## src/rtl/mul_share_pkg.sv

```systemverilog
// Shared types and sizing helpers for the multiplier-sharing controller.
package mul_share_pkg;

    typedef enum logic [2:0] {
        IDLE,
        CLR,
        START,
        WAIT,
        RESP,
        CLR_EXIT
    } state_t;

    localparam int DEF_W   = 16;
    localparam int DEF_TMO = 2**DEF_W + 8;

    function automatic int prod_width(input int w);
        return 2 * w;
    endfunction

    // Wide enough to hold TMO_CYC itself, so the counter can saturate there.
    function automatic int cnt_width(input int tmo);
        return $clog2(tmo + 1);
    endfunction

endpackage

```

## src/rtl/mul_share_ctrl_rr_arbiter.sv

```systemverilog
// Round-robin picker: combinational search from a registered pointer that
// moves one past the served requester whenever an operation completes.
module rr_arbiter #(
    parameter int NREQ = 4,
    localparam int IW  = (NREQ > 1) ? $clog2(NREQ) : 1
) (
    input  logic            clk,
    input  logic            reset_n,
    input  logic [NREQ-1:0] req,
    input  logic            advance,
    input  logic [IW-1:0]   adv_idx,
    output logic [NREQ-1:0] onehot,
    output logic [IW-1:0]   idx,
    output logic            found
);

    logic [IW-1:0] ptr_reg;
    logic [IW-1:0] ptr_next;
    logic [IW:0]   sum;

    // Walk offsets from farthest to nearest so the nearest asserted bit wins.
    always_comb begin
        found = 1'b0;
        idx   = '0;
        sum   = '0;
        for (int k = NREQ - 1; k >= 0; k--) begin
            sum = {1'b0, ptr_reg} + (IW+1)'(k);
            if (sum >= (IW+1)'(NREQ)) begin
                sum = sum - (IW+1)'(NREQ);
            end
            if (req[sum[IW-1:0]]) begin
                found = 1'b1;
                idx   = sum[IW-1:0];
            end
        end
    end

    for (genvar gi = 0; gi < NREQ; gi++) begin : g_onehot
        assign onehot[gi] = found && (idx == IW'(gi));
    end

    assign ptr_next = (adv_idx == IW'(NREQ - 1)) ? '0 : adv_idx + IW'(1);

    always_ff @(posedge clk or negedge reset_n) begin
        if (!reset_n) begin
            ptr_reg <= '0;
        end else if (advance) begin
            ptr_reg <= ptr_next;
        end
    end

endmodule

```

## src/rtl/mul_share_ctrl.sv

```systemverilog
// Shares one iterative multiplier unit among NREQ clients: arbitrate, clear,
// start, wait (with timeout), respond, clear again.
module mul_share_ctrl
    import mul_share_pkg::*;
#(
    parameter int NREQ    = 4,
    parameter int W       = DEF_W,
    parameter int TMO_CYC = DEF_TMO
) (
    input  logic                       clk,
    input  logic                       reset_n,
    input  logic [NREQ-1:0]            req,
    input  logic [NREQ*W-1:0]          a_in,
    input  logic [NREQ*W-1:0]          b_in,
    output logic [NREQ-1:0]            gnt,
    output logic [NREQ-1:0]            rsp_valid,
    output logic                       rsp_err,
    output logic [prod_width(W)-1:0]   rsp_product,
    output logic                       busy,
    output logic                       mul_rst,
    output logic                       mul_start,
    output logic [W-1:0]               mul_a,
    output logic [W-1:0]               mul_b,
    input  logic                       mul_done,
    input  logic [prod_width(W)-1:0]   mul_product
);

    localparam int PW = prod_width(W);
    localparam int CW = cnt_width(TMO_CYC);
    localparam int IW = (NREQ > 1) ? $clog2(NREQ) : 1;

    state_t        state_reg, state_next;
    logic [IW-1:0] idx_reg;
    logic [W-1:0]  a_reg, b_reg;
    logic [PW-1:0] prod_reg;
    logic          err_reg;
    logic [CW-1:0] cnt_reg;

    logic [NREQ-1:0] arb_onehot;
    logic [IW-1:0]   arb_idx;
    logic            arb_found;
    logic [W-1:0]    a_arr [NREQ];
    logic [W-1:0]    b_arr [NREQ];
    logic [W-1:0]    a_sel, b_sel;
    logic            timeout;
    logic            hold;

    rr_arbiter #(.NREQ(NREQ)) u_arb (
        .clk     (clk),
        .reset_n (reset_n),
        .req     (req),
        .advance (state_reg == RESP),
        .adv_idx (idx_reg),
        .onehot  (arb_onehot),
        .idx     (arb_idx),
        .found   (arb_found)
    );

    for (genvar gi = 0; gi < NREQ; gi++) begin : g_slice
        assign a_arr[gi] = a_in[gi*W +: W];
        assign b_arr[gi] = b_in[gi*W +: W];
    end

    always_comb begin
        a_sel = '0;
        b_sel = '0;
        for (int i = 0; i < NREQ; i++) begin
            if (arb_onehot[i]) begin
                a_sel = a_sel | a_arr[i];
                b_sel = b_sel | b_arr[i];
            end
        end
    end

    assign timeout = (cnt_reg == CW'(TMO_CYC - 1));

    always_comb begin
        state_next = state_reg;
        case (state_reg)
            IDLE: begin
                if (arb_found) begin
                    state_next = (a_sel == '0 || b_sel == '0) ? RESP : CLR;
                end
            end
            CLR:      state_next = START;
            START:    state_next = WAIT;
            WAIT: begin
                if (mul_done || timeout) begin
                    state_next = RESP;
                end
            end
            RESP:     state_next = CLR_EXIT;
            CLR_EXIT: state_next = IDLE;
            default:  state_next = IDLE;
        endcase
    end

    always_ff @(posedge clk or negedge reset_n) begin
        if (!reset_n) begin
            state_reg <= IDLE;
            idx_reg   <= '0;
            a_reg     <= '0;
            b_reg     <= '0;
            prod_reg  <= '0;
            err_reg   <= 1'b0;
            cnt_reg   <= '0;
        end else begin
            state_reg <= state_next;
            if (state_reg == WAIT) begin
                if (cnt_reg != CW'(TMO_CYC)) begin
                    cnt_reg <= cnt_reg + CW'(1);
                end
            end else begin
                cnt_reg <= '0;
            end
            if (state_reg == IDLE && arb_found) begin
                idx_reg  <= arb_idx;
                a_reg    <= a_sel;
                b_reg    <= b_sel;
                prod_reg <= '0;
                err_reg  <= 1'b0;
            end
            // A late done still beats the timeout in the same cycle.
            if (state_reg == WAIT) begin
                if (mul_done) begin
                    prod_reg <= mul_product;
                end else if (timeout) begin
                    prod_reg <= '0;
                    err_reg  <= 1'b1;
                end
            end
        end
    end

    assign hold = (state_reg == CLR) || (state_reg == START) ||
                  (state_reg == WAIT) || (state_reg == RESP);

    for (genvar gi = 0; gi < NREQ; gi++) begin : g_out
        assign gnt[gi]       = hold && (idx_reg == IW'(gi));
        assign rsp_valid[gi] = (state_reg == RESP) && (idx_reg == IW'(gi));
    end

    assign rsp_err     = (state_reg == RESP) && err_reg;
    assign rsp_product = (state_reg == RESP) ? prod_reg : '0;
    assign busy        = (state_reg != IDLE);
    assign mul_rst     = !reset_n || (state_reg == CLR) || (state_reg == CLR_EXIT);
    assign mul_start   = (state_reg == START);
    assign mul_a       = a_reg;
    assign mul_b       = b_reg;

endmodule

```

## config.mk

```make
export PLATFORM = sky130hd
export DESIGN_NAME = mul_share_ctrl
export DESIGN_NICKNAME = d
export VERILOG_FILES = /design/src/rtl/mul_share_pkg.sv /design/src/rtl/mul_share_ctrl_rr_arbiter.sv /design/src/rtl/mul_share_ctrl.sv
export SDC_FILE = /design/constraint.sdc
export NUM_CORES = 1
export LEC_CHECK = 0
export CAP_MARGIN = 20
export CORE_MARGIN = 2
export CORE_UTILIZATION = 44
export CTS_CLUSTER_SIZE = 14
export DETAILED_ROUTE_END_ITERATION = 8
export GPL_TIMING_DRIVEN = 0
export PLACE_DENSITY_LB_ADDON = 0.12
export SLEW_MARGIN = 5
export SYNTH_ARGS = -nofsm -noshare
export SYNTH_HDL_FRONTEND = slang
export SYNTH_HIERARCHICAL = 1
export SYNTH_SLANG_ARGS = --single-unit
```

## constraint.sdc

```tcl
create_clock -name clk -period 7.2 [get_ports clk]
set_clock_uncertainty 0.2 [all_clocks]
set_input_delay 1.44 -clock clk [delete_from_list [all_inputs] [get_ports clk]]
set_output_delay 1.44 -clock clk [all_outputs]
set_load 0.1 [all_outputs]
```

==> metrics.md, run 1 <==
| Metric | Value |
|---|---|
| Power per Cell Area | 442.6 mW/mm² |
| Most frequent cells in the layout | 238 x clkdlybuf4s50_1, 89 x dfrtp_1, 68 x nor2_1, 66 x a22o_1, 40 x a21oi_1 |
| Seq/Total Area, Yosys | 46.87% |
| Multi-input logic area | 0.002243 mm² |
| Die Y | 107.9 µm |
| Fin. Hold Viols | 0 |
| Headroom to the max-slew limit | 29.27% |
| Hold_sp | prod_reg[20] |
| Minimum clock period | 4.959 ns |
| Number of fillers in the final layout | 782 |
| Cts repair resizes | 0 |
| VDD IR max | 0.0003138 V |
| Largest net degree at the start of global routing | 59 |
| Hold Crit Endpoint | prod_reg[20] |
| Starting Density | 45.62% |
| Syn_area_per_cell | 9.859 µm² |
| Synthesis warning total | 6 |
| GRT met2 Usage | 52.07% |
| Worst EP required | 5.56 ns |
| Worst r2r dst | state_reg[2] |
| Ys flop type | dfrtp_1 |
| # hold bufs at CTS | 0 |
| Layout cell share with drive strength beyond 1 | 7.995% |
| Final Max Slew Viols | 0 |
| Synth-to-layout area growth | 58.98% |
| Number of library cell types mapped by synthesis | 49 |
| RSZ-0062 raised after global routing | no |
| Placer Congestion | 0.8709 |
| Nets | 903 |
| Worst r2r src | u_arb/ptr_reg[0] |
| Row count | 37 |
| Met3 usage | 5.327% |
| FF/Latch Area | 0.002227 mm² |
| DRT Pass-1 Iters | 5 |
| Worst min-delay path category | reg -> reg |
| Crit-path max FO | 58 |
| Max Fclk | 201.6 MHz |
| Vias in the first global route | 5,156 |
| Async SR Flop Fraction | 100.0% |
| CTS Sinks | 89 |
| Total number of vias | 4,994 |
| Reg clk slew, reported paths | 0.09 ns |
| Antenna diodes | 0 |
| Mapped Nets | 652 |
| Leakage Power | 0.003198 µW |
| Util after Layout | 72.53% |
| Total CTS buffers | 9 |
| DR WL/cell | 19.19 µm |
| Clock Latency Late Sink | 0.35 ns |
| Number of port buffers | 239 |
| Die footprint | 0.01165 mm² |
| Number of DRC markers in iteration 0 | 478 |
| Root buffer cell | clkbuf_8 |
| Worst-Margin Slew | 1.058 ns |
| DP Wirelength | 13,130 µm |
| Busiest grt layer | met2 |
| Max Cap Viol | 0 |
| DRC Markers | 0 |
| Antenna Nets Post-Route | 0 |
| WL final | 16,780 µm |
| M1 GR Usage | 33.97% |
| Crit end category | primary output |
| Post-synthesis instance total | 482 |
| Setup Viol. Count Final | 0 |
| Mapped Area | 0.004752 mm² |
| Drt via density | 5.714 |
| Core Area | 0.01042 mm² |
| R2R depth | 9 |
| Initial antenna violation count | 0 |
| First-pass GRT wire length | 25,910 µm |
| Io pins | 243 |
| Most common cell after layout, fill and taps aside | clkdlybuf4s50_1 |
| Grt ovf | 0 |
| CTS tree | built |
| Max reg flops | 32 |
| Startpoint Class | input pin |
| WS Path Type | in -> out |
| Setup TNS | 0 ns |
| Hold depth | 1 |
| Fin crit share | 68.88% |
| GRT Total Usage | 28.72% |
| Die width | 107.9 µm |
| Run status | finished clean |
| Number of flops mapped to enable cells by yosys | 0 |
| Clock Path Buffers | 2 |
| Reg-to-reg setup timing slack | 4.16 ns |
| Htree depth | 3 |
| Arrival time worst endpoint | 3.32 ns |
| Register bit total from synthesis | 89 |
| Setup bufs post-CTS | 0 |
[how the worst max path moves through the flow]
stage	from	endpoint	slack [ns]
CTS	reset_n	mul_rst	2.19
global route	reset_n	mul_rst	2.09
global placement	reset_n	mul_rst	-0.76
detailed placement	reset_n	mul_rst	2.19
floorplan	state_reg[0]	gnt[0]	2.10
finish	reset_n	mul_rst	2.24
[metal layers]
| layer | up-vias | routed length (µm) |
|---|---|---|
| met5 | - | 0 |
| met4 | 0 | 431 |
| met3 | 31 | 980 |
| met2 | 255 | 8854 |
| met1 | 2404 | 6509 |
| li1 | 2304 | - |
[cells in the mapped netlist, drive strengths merged (2+ instances only)]
cell type,number,area (µm²)
xor2,7,61.31
nand3b,2,15.01
nand2b,3,18.77
nor3b,2,20.02
inv,13,48.79
a21boi,2,15.01
buf,25,180.2
nor2,73,291.5
and3,34,214.0
a22o,66,578.1
nand2,13,48.80
xnor2,6,52.55
ha,3,37.54
mux2i,2,20.02
clkbuf,14,52.55
nand4,12,81.33
o221a,2,22.52
nor3,6,35.03
or3,4,25.02
o21ai,12,60.05
mux2,2,22.52
a221oi,32,292.8
a21oi,40,200.2
dfrtp,89,2227
nand3,5,25.02
[through the flow]
step                      hold slack (ns)  worst slack [ns]  cells  total power (µW)  instance area, µm²
after floorplan                    0.2602             2.098    482              2370                4752
after global placement             0.2793           -0.7648    857              2929                7315
after detailed placement           0.2836             2.189    858              2971                7340
after CTS                          0.3094             2.192    874              3346                7555
after global routing               0.3190             2.088    874              3503                7555
final                              0.3025             2.241    874              3344                7555
[worst max-delay path: stages]
cell	delay, ns
buf_4	0.37
buf_16	0.33
o21ai_0	0.14
clkdlybuf4s50_1	1.01
[where the power goes]
part           internal [µW]  switching, µW  total [µW]
Combinational            630           1500        2130
Sequential               707            139         845
Clock                    191            177         367
[kinds of logic after synthesis]
family                   after synthesis  synth area share, %
AO/OA/AOI/OAI                        161                25.80
multiplexers                           4               0.8952
buffers and inverters                 52                5.924
AND/OR/NAND/NOR                      160                17.32
adder cells (fa/ha/maj)                3               0.7900
flip-flops                            89                46.87
XOR/XNOR                              13                2.396
[final cells by class]
cell class,instances,share of cell area [%]
flip-flops and latches,89,29.48
clock buffers,13,2.236
clock inverters,3,0.6128
multi-input cells,341,29.70
repair buffers,240,32.00
plain buffers,39,3.080
inverters,13,0.6459
well taps,136,2.252
Power figures use the tool's default switching activity.
==> run 2, diff against run 1 <==
- CORE_UTILIZATION: 44 -> 37
- clock period: 7.2 -> 4.35 ns (I/O delays scaled with it)
==> run 2 against run 1 <==
Net effect:
- die area is 18% higher
- total power is 69% higher
- global-route usage is 4.6 points lower
- critical path depth stayed put
- design area is 1.4% higher
- combinational power is 65% higher
- largest power group unchanged
==> metrics.md, run 2 (synthesis gave the netlist of run 1 again) <==
| Metric | Value |
|---|---|
| Run status | finished clean |
| WL final | 16,600 µm (-1.1%) |
| Crit-path max FO | 10 (-83%) |
| DRC Markers | 0 (unchanged) |
| Number of DRC markers in iteration 0 | 207 (-57%) |
| Power per Cell Area | 735.9 mW/mm² (+66%) |
| Multi-input logic area | 0.002248 mm² (+0.22%) |
| Max Fclk | 252.5 MHz |
| Placer Congestion | 0.8074 (-7.3%) |
| Headroom to the max-slew limit | 29.27% (about the same) |
| Worst r2r src | u_arb/ptr_reg[1] |
| Die footprint | 0.01377 mm² (+18%) |
| Total number of vias | 4,885 (-2.2%) |
| DP Wirelength | 13,140 µm (+0.14%) |
| GRT Total Usage | 24.16% (-4.6 points) |
| Row count | 41 (+11%) |
| Die width | 117.3 µm (+8.7%) |
| VDD IR max | 0.0003798 V (+21%) |
| Root buffer cell | clkbuf_16 |
| Startpoint Class | flop |
| Grt ovf | 0 (unchanged) |
| Layout cell share with drive strength beyond 1 | 8.141% (+0.15 points) |
| # hold bufs at CTS | 0 (unchanged) |
| Design Power | 5636 µW (+69%) |
| Starting Density | 37.81% (-7.8 points) |
| Initial antenna violation count | 0 (unchanged) |
| Worst-Margin Slew | 1.058 ns (+0.00001341 ns) |
| Clock Latency Late Sink | 0.34 ns (about the same) |
| FF/Latch Area | 0.002227 mm² (unchanged) |
| DR WL/cell | 18.26 µm (-4.9%) |
| Antenna diodes | 0 (unchanged) |
| Number of fillers in the final layout | 1,097 (+40%) |
| Fin crit share | 91.06% |
| Clock Path Buffers | 2 (unchanged) |
| CTS tree | built |
| R2R depth | 10 (+1) |
| Nets | 903 (unchanged) |
| CTS Sinks | 89 (unchanged) |
| First-pass GRT wire length | 26,280 µm (+1.4%) |
| WS Path Type | reg -> out |
| Minimum clock period | 3.961 ns |
| Worst min-delay path category | in -> async |
| RSZ-0062 raised after global routing | no |
| Crit end category | primary output |
| Htree depth | 3 (unchanged) |
| Synth-to-layout area growth | 61.16% |
| Arrival time worst endpoint | 2.89 ns (-0.43 ns) |
| Worst r2r dst | state_reg[2] |
| Most frequent cells in the layout | 238 x clkdlybuf4s50_1, 89 x dfrtp_1, 68 x nor2_1, 66 x a22o_1, 40 x a21oi_1 |
| Io pins | 243 (unchanged) |
| Max Cap Viol | 0 (unchanged) |
| Worst EP required | 3.28 ns (-2.28 ns) |
| Leakage Power | 0.003225 µW (+0.84%) |
| Cts repair resizes | 0 (unchanged) |
| Number of port buffers | 239 (unchanged) |
| Vias in the first global route | 5,101 (-1.1%) |
| Final Max Slew Viols | 0 (unchanged) |
| Largest net degree at the start of global routing | 70 (+19%) |
| Reg-to-reg setup timing slack | 1.29 ns (-2.87 ns) |
| Setup bufs post-CTS | 0 (unchanged) |
| Max reg flops | 32 (unchanged) |
| Antenna Nets Post-Route | 0 (unchanged) |
| DRT Pass-1 Iters | 4 (-1) |
| Setup TNS | 0 ns (unchanged) |
| Setup Viol. Count Final | 0 (unchanged) |
| Total CTS buffers | 9 (unchanged) |
| Reg clk slew, reported paths | 0.06 ns (-0.03 ns) |
| Die Y | 117.3 µm (+8.7%) |
| Drt via density | 5.374 (-5.9%) |
| Most common cell after layout, fill and taps aside | clkdlybuf4s50_1 |
| Core Area | 0.01257 mm² (+21%) |
| Fin. Hold Viols | 0 (unchanged) |
==> run 2: how the worst max path moves through the flow <==
stage / cells past startpoint / to / from / slack [ns]
6_report: 4 / rsp_product[19] / state_reg[1] / 0.39
5_1_grt: 4 / rsp_product[19] / state_reg[1] / 0.22
4_1_cts: 4 / rsp_product[26] / state_reg[1] / 0.37
3_5_place_dp: 10 / state_reg[2] / req[3] / 0.37
3_3_place_gp: 3 / mul_rst / reset_n / -2.57
2_1_floorplan: 3 / rsp_valid[0] / state_reg[1] / 0.43
==> run 2: routing by layer <==
layer / global-route usage (%) / vias to the layer above / share of wire, %
met5: 0 / - / 0
met4: 9.563 / 0 / 3.1
met3: 5.982 / 32 / 6.1
met1: 26.79 / 2354 / 39
li1: - / 2309 / -
met2: 44.23 / 190 / 51
==> run 2: layout make-up <==
class	count	area share (%)
tap	172	2.810
sequential	89	29.08
inverter	13	0.6372
clock inverter	6	0.5718
clock buffer	9	2.941
multi-input combinational	341	29.36
timing repair buffer	240	31.56
buffer	39	3.039
==> run 2: worst max-delay path, stage by stage, from the launching register on <==
cell,delay [ns]
dfrtp_1,0.44
nor2_2,0.37
clkbuf_1,0.36
and3_1,0.23
clkdlybuf4s50_1,1.13
==> run 2: report_power, final <==
| group | switching [µW] | internal (µW) |
|---|---|---|
| registers | 228 | 1170 |
| clock network | 326 | 387 |
| logic | 2480 | 1040 |
| total | 3030 | 2600 |
==> run 2: through the flow <==
stage                     area [µm²]  std cells  hold WS, ns  setup slack [ns]  util [%]
final                           7659        909       0.2247            0.3891     60.94
after global routing            7659        909       0.2442            0.2198     60.94
after CTS                       7659        909       0.2229            0.3694     60.94
after detailed placement        7390        894       0.2845            0.3683     58.80
after global placement          7365        893       0.2775            -2.569     58.60
after floorplan                 4757        482       0.2602            0.4339         -
